**src/rtl/rca_defs.vh**
```
// Shared encodings for the rca_accumulator sequencer: FSM state codes and dir codes.
`ifndef RCA_DEFS_VH
`define RCA_DEFS_VH
localparam logic [1:0] IDLE = 2'd0;
localparam logic [1:0] EXEC = 2'd1;
localparam logic [1:0] HOLD = 2'd2;
localparam logic       ADD  = 1'b0;
localparam logic       SUB  = 1'b1;
`endif

```
**src/rtl/rca_accumulator_pkg.sv**
```systemverilog
// Common types and encodings for the ripple-carry accumulator.
package rca_accumulator_pkg;
`include "rca_defs.vh"

   typedef struct packed {
      logic [3:0] sum;
      logic       carry;
      logic       overflow;
   } addsub_res_t;
endpackage

```
**src/rtl/acc_addsub.sv**
```systemverilog
// 4-bit ripple-carry add/subtract: a + (b ^ {4{dir}}) + dir.
module acc_addsub (
   input  logic [3:0] a,
   input  logic [3:0] b,
   input  logic       dir,
   output logic [3:0] sum,
   output logic       c3,
   output logic       ovf
);
   logic [3:0] b_x;
   logic [4:0] c;

   assign b_x  = b ^ {4{dir}};
   assign c[0] = dir;

   // c[i+1] is the carry out of bit i
   for (genvar i = 0; i < 4; i++) begin : g_fa
      full_adder u_fa (
         .a    (a[i]),
         .b    (b_x[i]),
         .cin  (c[i]),
         .s    (sum[i]),
         .cout (c[i+1])
      );
   end

   assign c3  = c[4];
   assign ovf = c[3] ^ c[4];
endmodule

```
**src/rtl/full_adder.sv**
```systemverilog
// Single-bit full adder cell for the ripple-carry chain.
module full_adder (
   input  logic a,
   input  logic b,
   input  logic cin,
   output logic s,
   output logic cout
);
   assign s    = a ^ b ^ cin;
   assign cout = (a & b) | (cin & (a ^ b));
endmodule

```
**src/rtl/rca_accumulator.sv**
```systemverilog
// Handshaked 4-bit accumulator: accept operand, execute one cycle, hold result.
//   state | meaning
//   IDLE  | waiting for an operand (in_ready=1)
//   EXEC  | one-cycle add/subtract into acc
//   HOLD  | result presented until out_ready (out_valid=1)
module rca_accumulator
   import rca_accumulator_pkg::*;
#(
   parameter int STICKY_OVF = 1
) (
   input  logic       clk,
   input  logic       rst,
   input  logic       clear,
   input  logic       in_valid,
   output logic       in_ready,
   input  logic [3:0] operand,
   input  logic       dir,
   output logic       out_valid,
   input  logic       out_ready,
   output logic [3:0] acc,
   output logic       carry,
   output logic       overflow,
   output logic       ovf_sticky
);
   logic [1:0]  state;
   logic [3:0]  op_q;
   logic        dir_q;
   addsub_res_t res;

   acc_addsub u_addsub (
      .a   (acc),
      .b   (op_q),
      .dir (dir_q),
      .sum (res.sum),
      .c3  (res.carry),
      .ovf (res.overflow)
   );

   assign in_ready  = (state == IDLE);
   assign out_valid = (state == HOLD);

   always_ff @(posedge clk or posedge rst) begin
      if (rst) begin
         state      <= IDLE;
         op_q       <= 4'd0;
         dir_q      <= 1'b0;
         acc        <= 4'd0;
         carry      <= 1'b0;
         overflow   <= 1'b0;
         ovf_sticky <= 1'b0;
      end else if (clear) begin
         state      <= IDLE;
         acc        <= 4'd0;
         carry      <= 1'b0;
         overflow   <= 1'b0;
         ovf_sticky <= 1'b0;
      end else begin
         case (state)
            IDLE: begin
               if (in_valid) begin
                  op_q  <= operand;
                  dir_q <= dir;
                  state <= EXEC;
               end
            end
            EXEC: begin
               acc        <= res.sum;
               carry      <= res.carry;
               overflow   <= res.overflow;
               ovf_sticky <= (STICKY_OVF != 0) ? (ovf_sticky | res.overflow) : 1'b0;
               state      <= HOLD;
            end
            HOLD: begin
               if (out_ready) state <= IDLE;
            end
            default: state <= IDLE;
         endcase
      end
   end
endmodule

```
**config.mk**
```make
export PLATFORM = sky130hd
export DESIGN_NAME = rca_accumulator
export DESIGN_NICKNAME = d
export VERILOG_FILES = /design/src/rtl/rca_accumulator_pkg.sv /design/src/rtl/acc_addsub.sv /design/src/rtl/full_adder.sv /design/src/rtl/rca_accumulator.sv
export VERILOG_INCLUDE_DIRS = /design/src /design/src/rtl
export SDC_FILE = /design/constraint.sdc
export NUM_CORES = 1
export LEC_CHECK = 0
export BUFFER_PORTS_ARGS = -buffer_cell sky130_fd_sc_hd__buf_2
export CORE_MARGIN = 5
export CORE_UTILIZATION = 50
export CTS_CLUSTER_SIZE = 10
export DETAILED_ROUTE_END_ITERATION = 8
export PLACE_DENSITY = 0.76
export SLEW_MARGIN = 40
export SYNTH_ARGS = -nofsm -noshare
export SYNTH_HDL_FRONTEND = slang
export SYNTH_SLANG_ARGS = --single-unit
```
**constraint.sdc**
```tcl
create_clock -name clk -period 6.18 [get_ports clk]
set_input_delay 0.927 -clock clk [delete_from_list [all_inputs] [get_ports clk]]
set_output_delay 0.927 -clock clk [all_outputs]
set_load 0.01 [all_outputs]
```
### After elaboration in Yosys (flattened, before gate mapping)

Index checks and enable logic that the tools add are counted.

| operators by class | value |
|---|---|
| eq/ne operators | 4 |
| muxes and demuxes | 12 |
| bitwise gates (word level) | 24 |
| reductions and logical operators | 4 |

Operators with widths:

| operator | number |
|---|---|
| $xor A1 B1 Y1 | 9 |
| $and A1 B1 Y1 | 8 |
| $mux W4 | 2 |
| $mux W1 | 6 |
| $mux W2 | 3 |
| $pmux W2 S3 | 1 |
| $or A1 B1 Y1 | 5 |
| $xor A4 B4 Y4 | 1 |
| $ne A3 B2 Y1 const B | 1 |
| $ne A3 B3 Y1 const B | 1 |
| $reduce_and A3 Y1 | 1 |
| $eq A2 B1 Y1 const B | 1 |
| $eq A2 B2 Y1 const B | 1 |
| $logic_not A2 Y1 | 1 |
| $reduce_and A2 Y1 | 1 |
| $reduce_bool A2 Y1 | 1 |
| $not A1 Y1 | 1 |

| storage, ports and cells | value |
|---|---|
| bits in registers | 14 |
| bits of input ports | 10 |
| output and inout port bits | 9 |
| logic and storage cells | 51 |

### Depth between registers and ports, before layout

| logic depth | value |
|---|---|
| word-level depth | 14 |
| mapped depth | 8 |
| mapped depth without buffers | 7 |

### Modules after synthesis

Synthesis repeated with hierarchy kept, for this count alone.

| second synthesis, totals | value |
|---|---|
| cell total of the unflattened synthesis | 57 |
| area total of the unflattened synthesis | 688.2 um2 |

By module, submodules not included:

| module | instances | cells an instance | area each (um2) | sequential area each (um2) |
|---|---|---|---|---|
| rca_accumulator | 1 | 48 | 564.3 | 350.3 |
| full_adder | 4 | 1 | 20.0 | 0.0 |
| acc_addsub | 1 | 5 | 43.8 | 0.0 |

### Worst setup path before layout

Ideal clock, no wire load.

| timing path | value |
|---|---|
| path type | reg-to-reg |
| start | reg dir_q |
| end | reg ovf_sticky |
| library setup time | 118 ps |
| data arrival time | 2236 ps |
| required time | 6062 ps |
| path slack | 3826 ps |
| stages on the path, launching flop included | 9 |
| path buffers | 1 |
| clock period less this slack | 2354 ps |
| cells stage by stage | dfrtp_1 -> clkbuf_1 -> xnor2_1 -> fa_1 -> fa_1 -> fa_1 -> xor2_1 -> a21oi_1 -> nor2_1 |

| between the ends | value |
|---|---|
| word-level cells in the longest chain between the ends | 14 |
| elaborated cells between the ends (all ways) | 21 |
| those cells by class | mux (2); bitwise (19) |

Ends and longest elaborated chain:

| element | RTL line | RTL |
|---|---|---|
| start, declared | rca_accumulator.sv:27 | `logic dir_q;` |
| start signal, assigned | rca_accumulator.sv:62 | `dir_q <= dir;` |
| $xor A4 B4 Y4 | acc_addsub.sv:13 | `assign b_x = b ^ {4{dir}};` |
| $xor A1 B1 Y1 | full_adder.sv:10 | `assign cout = (a & b) \| (cin & (a ^ b));` |
| $and A1 B1 Y1 | full_adder.sv:10 |  |
| $or A1 B1 Y1 | full_adder.sv:10 |  |
| $and A1 B1 Y1 | full_adder.sv:10 |  |
| $or A1 B1 Y1 | full_adder.sv:10 |  |
| $and A1 B1 Y1 | full_adder.sv:10 |  |
| $or A1 B1 Y1 | full_adder.sv:10 |  |
| $and A1 B1 Y1 | full_adder.sv:10 |  |
| $or A1 B1 Y1 | full_adder.sv:10 |  |
| $xor A1 B1 Y1 (*) | acc_addsub.sv:28 | `assign ovf = c[3] ^ c[4];` |
| $or A1 B1 Y1 (*) | rca_accumulator.sv:70 | `ovf_sticky <= (STICKY_OVF != 0) ? (ovf_sticky \| res.overflow) : 1'b0;` |
| $mux W1 (*) | rca_accumulator.sv:58 | `case (state)` |
| $mux W1 (*) | rca_accumulator.sv:51 | `end else if (clear) begin` |
| end signal, assigned | rca_accumulator.sv:70 |  |
| end, declared | rca_accumulator.sv:23 | `output logic ovf_sticky` |

Mark *: on every way between the ends. The rest lies on a longest branch, timed or not. The select of a mux whose other input is x is not followed.
A chain may end at the register's enable or synchronous reset.

### Worst setup path in the final report

Same ends and word-level chain as after synthesis.

==> flow_summary.toml <==
[timing]
fin_crit_sh = 0.393
rsz0062_at_grt = "no"
setup_ws_ns = 3.75
min_period_ns = 2.43
finalSetupTns_ns = 0
setup_viol = 0
drv_slew = 0
tightest_slew_ns = 0.526
max_freq_mhz = 412
hold_viol_final = 0
fin_skew_ns = 0.0111
slew_headroom = 0.649

[synthesis]
avgSynthCellArea_sq_um = 12.0
yosys.area_share.simple = 0.110
synth_xor_area_frac = 0.0610
synth_cell_type_count = 18
syn_area_sq_um = 718
yosys_warnings = 0
synthAdderAreaFrac = 0.0836
postSynthCellCount = 60
synth-compound-area-share = 0.0557
synth_top_family_by_area = "simple AND/OR/NAND/NOR gates"
ys_seq_area_frac = 0.488
syn_nets = 73
muxShareOfSynthArea = 0.106
synth_seq_cells = 14

[floorplanning]
dieArea_sq_um = 2290
die_y_microns = 47.9
io-pin-count = 19
core_sq_um = 1330
row_count = 13
die_x_microns = 47.9
initial_core_util = 0.538

[critical_path]
r2r_slack_ns = 3.75
setup.worst_path.start = "dir_q$_DFFE_PP0P_"
critPathKind = "reg2reg"
regToRegStartpoint = "dir_q$_DFFE_PP0P_"
reg2reg_to = "ovf_sticky$_DFFE_PP0P_"
cp-endpoint = "ovf_sticky$_DFFE_PP0P_"
crit_path_cell_trace = "xnor2_1 > fa_1 > fa_1 > fa_1 > xor2_1 > a21oi_1 > nor2_1"
crit_cells = 7
crit_slowest_cell = "dfrtp_1"
reg2reg_depth = 7
slowest_delay_ns = 0.45
crit_required_ns = 6.34
worstSetupEndpointType = "flip-flop"
path_delay_family = "adder cells"
worst-path-buf-inv = 0
crit_top_cell = "fa_1"
start_kind = "flip-flop"
arrival_ns = 2.59
worst-path-max-fanout = 5

[global_routing]
grt_pass1_vias = 415
antenna_found_initial = 0
grt.overflow.total = 0
grt_max_degree = 15
grt_pass1_wl_microns = 1810
grt_usage = 0.122

[clock_network]
hold_buffers = 0
clock_path_buffers = 2
root_buffer = "clkbuf_4"
cts.repair.resized = 0
cts_setup_buffers = 0
htree_num_levels = 1
clkLatencyLatePin_ns = 0.29
path_clk_slew_ns = 0.07
cts_num_sinks = 14
cts_made_buffers = 3
cts_tree = "built"

[drt]
wl_microns = 1200
drtIter0Drc = 2
ant_nets = 0
drtPass1Iterations = 3
via_per_inst = 4.92
drc_errors = 0
wl_per_cell_microns = 13.3
via_count = 443

[placed_design]
placed_area_sq_um = 777
gp_congestion = 0.686
place_hpwl_microns = 928
pre_cts_ws_ns = 3.75
io_buffers = 18

[power]
powerDensity_nw_per_um2 = 301
leakage_uw = 0.000391
vdd_drop_max_v = 0.000190
power_uw = 245

[layout]
final_common_cell = "buf_2"
layout_common_cells = "buf_2, dfrtp_1, nor2_1, inv_1, mux2_2"
areaGrowthSynthToFinish_pct = 13.2
final_core_util = 0.610
layout-drive-gt1-share = 0.373
postLayoutCellArea_sq_um = 813
fin_nets = 89
antenna_cells = 0
fill_cells = 118

[outcome]
status = "finished, final reports clean"

[worst_hold_path]
hold_class = "reg2reg"

[run]
maxCapViolCount = 0
## layer usage
layer / global-route usage / share of wire / vias up
li1: - / - / 220
met1: 0.146 / 0.45 / 207
met2: 0.179 / 0.45 / 12
met3: 0.0602 / 0.076 / 4
met4: 0.0645 / 0.021 / 0
met5: 0 / 0 / -
## worst min path at each step
stage,startpoint,end,slack [ns],cells past startpoint
after CTS,ovf_sticky$_DFFE_PP0P_,ovf_sticky$_DFFE_PP0P_,0.54,2
after global routing,overflow$_DFFE_PP0P_,overflow$_DFFE_PP0P_,0.56,2
after global placement,ovf_sticky$_DFFE_PP0P_,ovf_sticky$_DFFE_PP0P_,0.49,2
final,ovf_sticky$_DFFE_PP0P_,ovf_sticky$_DFFE_PP0P_,0.54,2
after detailed placement,ovf_sticky$_DFFE_PP0P_,ovf_sticky$_DFFE_PP0P_,0.52,2
after floorplan,op_q[3]$_DFFE_PP0P_,op_q[3]$_DFFE_PP0P_,0.50,1
## sequential cells by signal (all words and copies together) (netlist names)
name        flops
dir_q           1
carry           1
op_q            4
overflow        1
acc             4
state           2
ovf_sticky      1
## cell type report
type | count | area [sq um] | area share
tap | 15 | 18.8 | 0.0231
sequential | 14 | 350 | 0.431
multi-input combinational | 34 | 299 | 0.368
inverter | 5 | 18.8 | 0.0231
timing repair buffer | 18 | 90.1 | 0.111
clock buffer | 4 | 36.3 | 0.0446
## cells by family (layout without fill, tap and decap cells)
group | count (synthesis) | count (layout)
flops | 14 | 14
simple gates | 13 | 13
buf+inv | 12 | 27
mux | 7 | 7
compound gates | 6 | 6
xor+xnor | 5 | 5
fa+ha+maj | 3 | 3
## cell usage after synthesis
cell	instances	area share
a211oi_1	4	0.042
a21oi_1	2	0.014
and2b_1	1	0.010
buf_2	1	0.0070
buf_4	4	0.042
buf_6	1	0.016
clkbuf_1	1	0.0052
dfrtp_1	14	0.49
fa_1	3	0.084
inv_1	5	0.026
mux2_2	5	0.078
mux2i_1	2	0.028
nand3b_1	1	0.010
nor2_1	9	0.047
nor2b_1	1	0.0087
nor4b_4	1	0.033
xnor2_1	3	0.037
xor2_1	2	0.024
## per-stage QoR
step                hold slack (ns)  instances
CTS                           0.541         90
global route                  0.563         90
finish                        0.541         90
detailed placement            0.523         86
global placement              0.485         86
floorplan                     0.502         60
## worst reg2reg max path, cell delays in order (launching register included)
cell     delay [ns]
dfrtp_1        0.45
xnor2_1        0.17
fa_1           0.41
fa_1           0.43
fa_1           0.44
xor2_1         0.18
a21oi_1        0.18
nor2_1         0.06
## power by group
group | switching [uW] | internal (uW) | total (uW)
sequential | 11.0 | 104 | 114
combinational | 32.2 | 33.1 | 65.2
clock | 28.9 | 35.9 | 64.8
No activity file was read; power rests on OpenSTA's default activity.
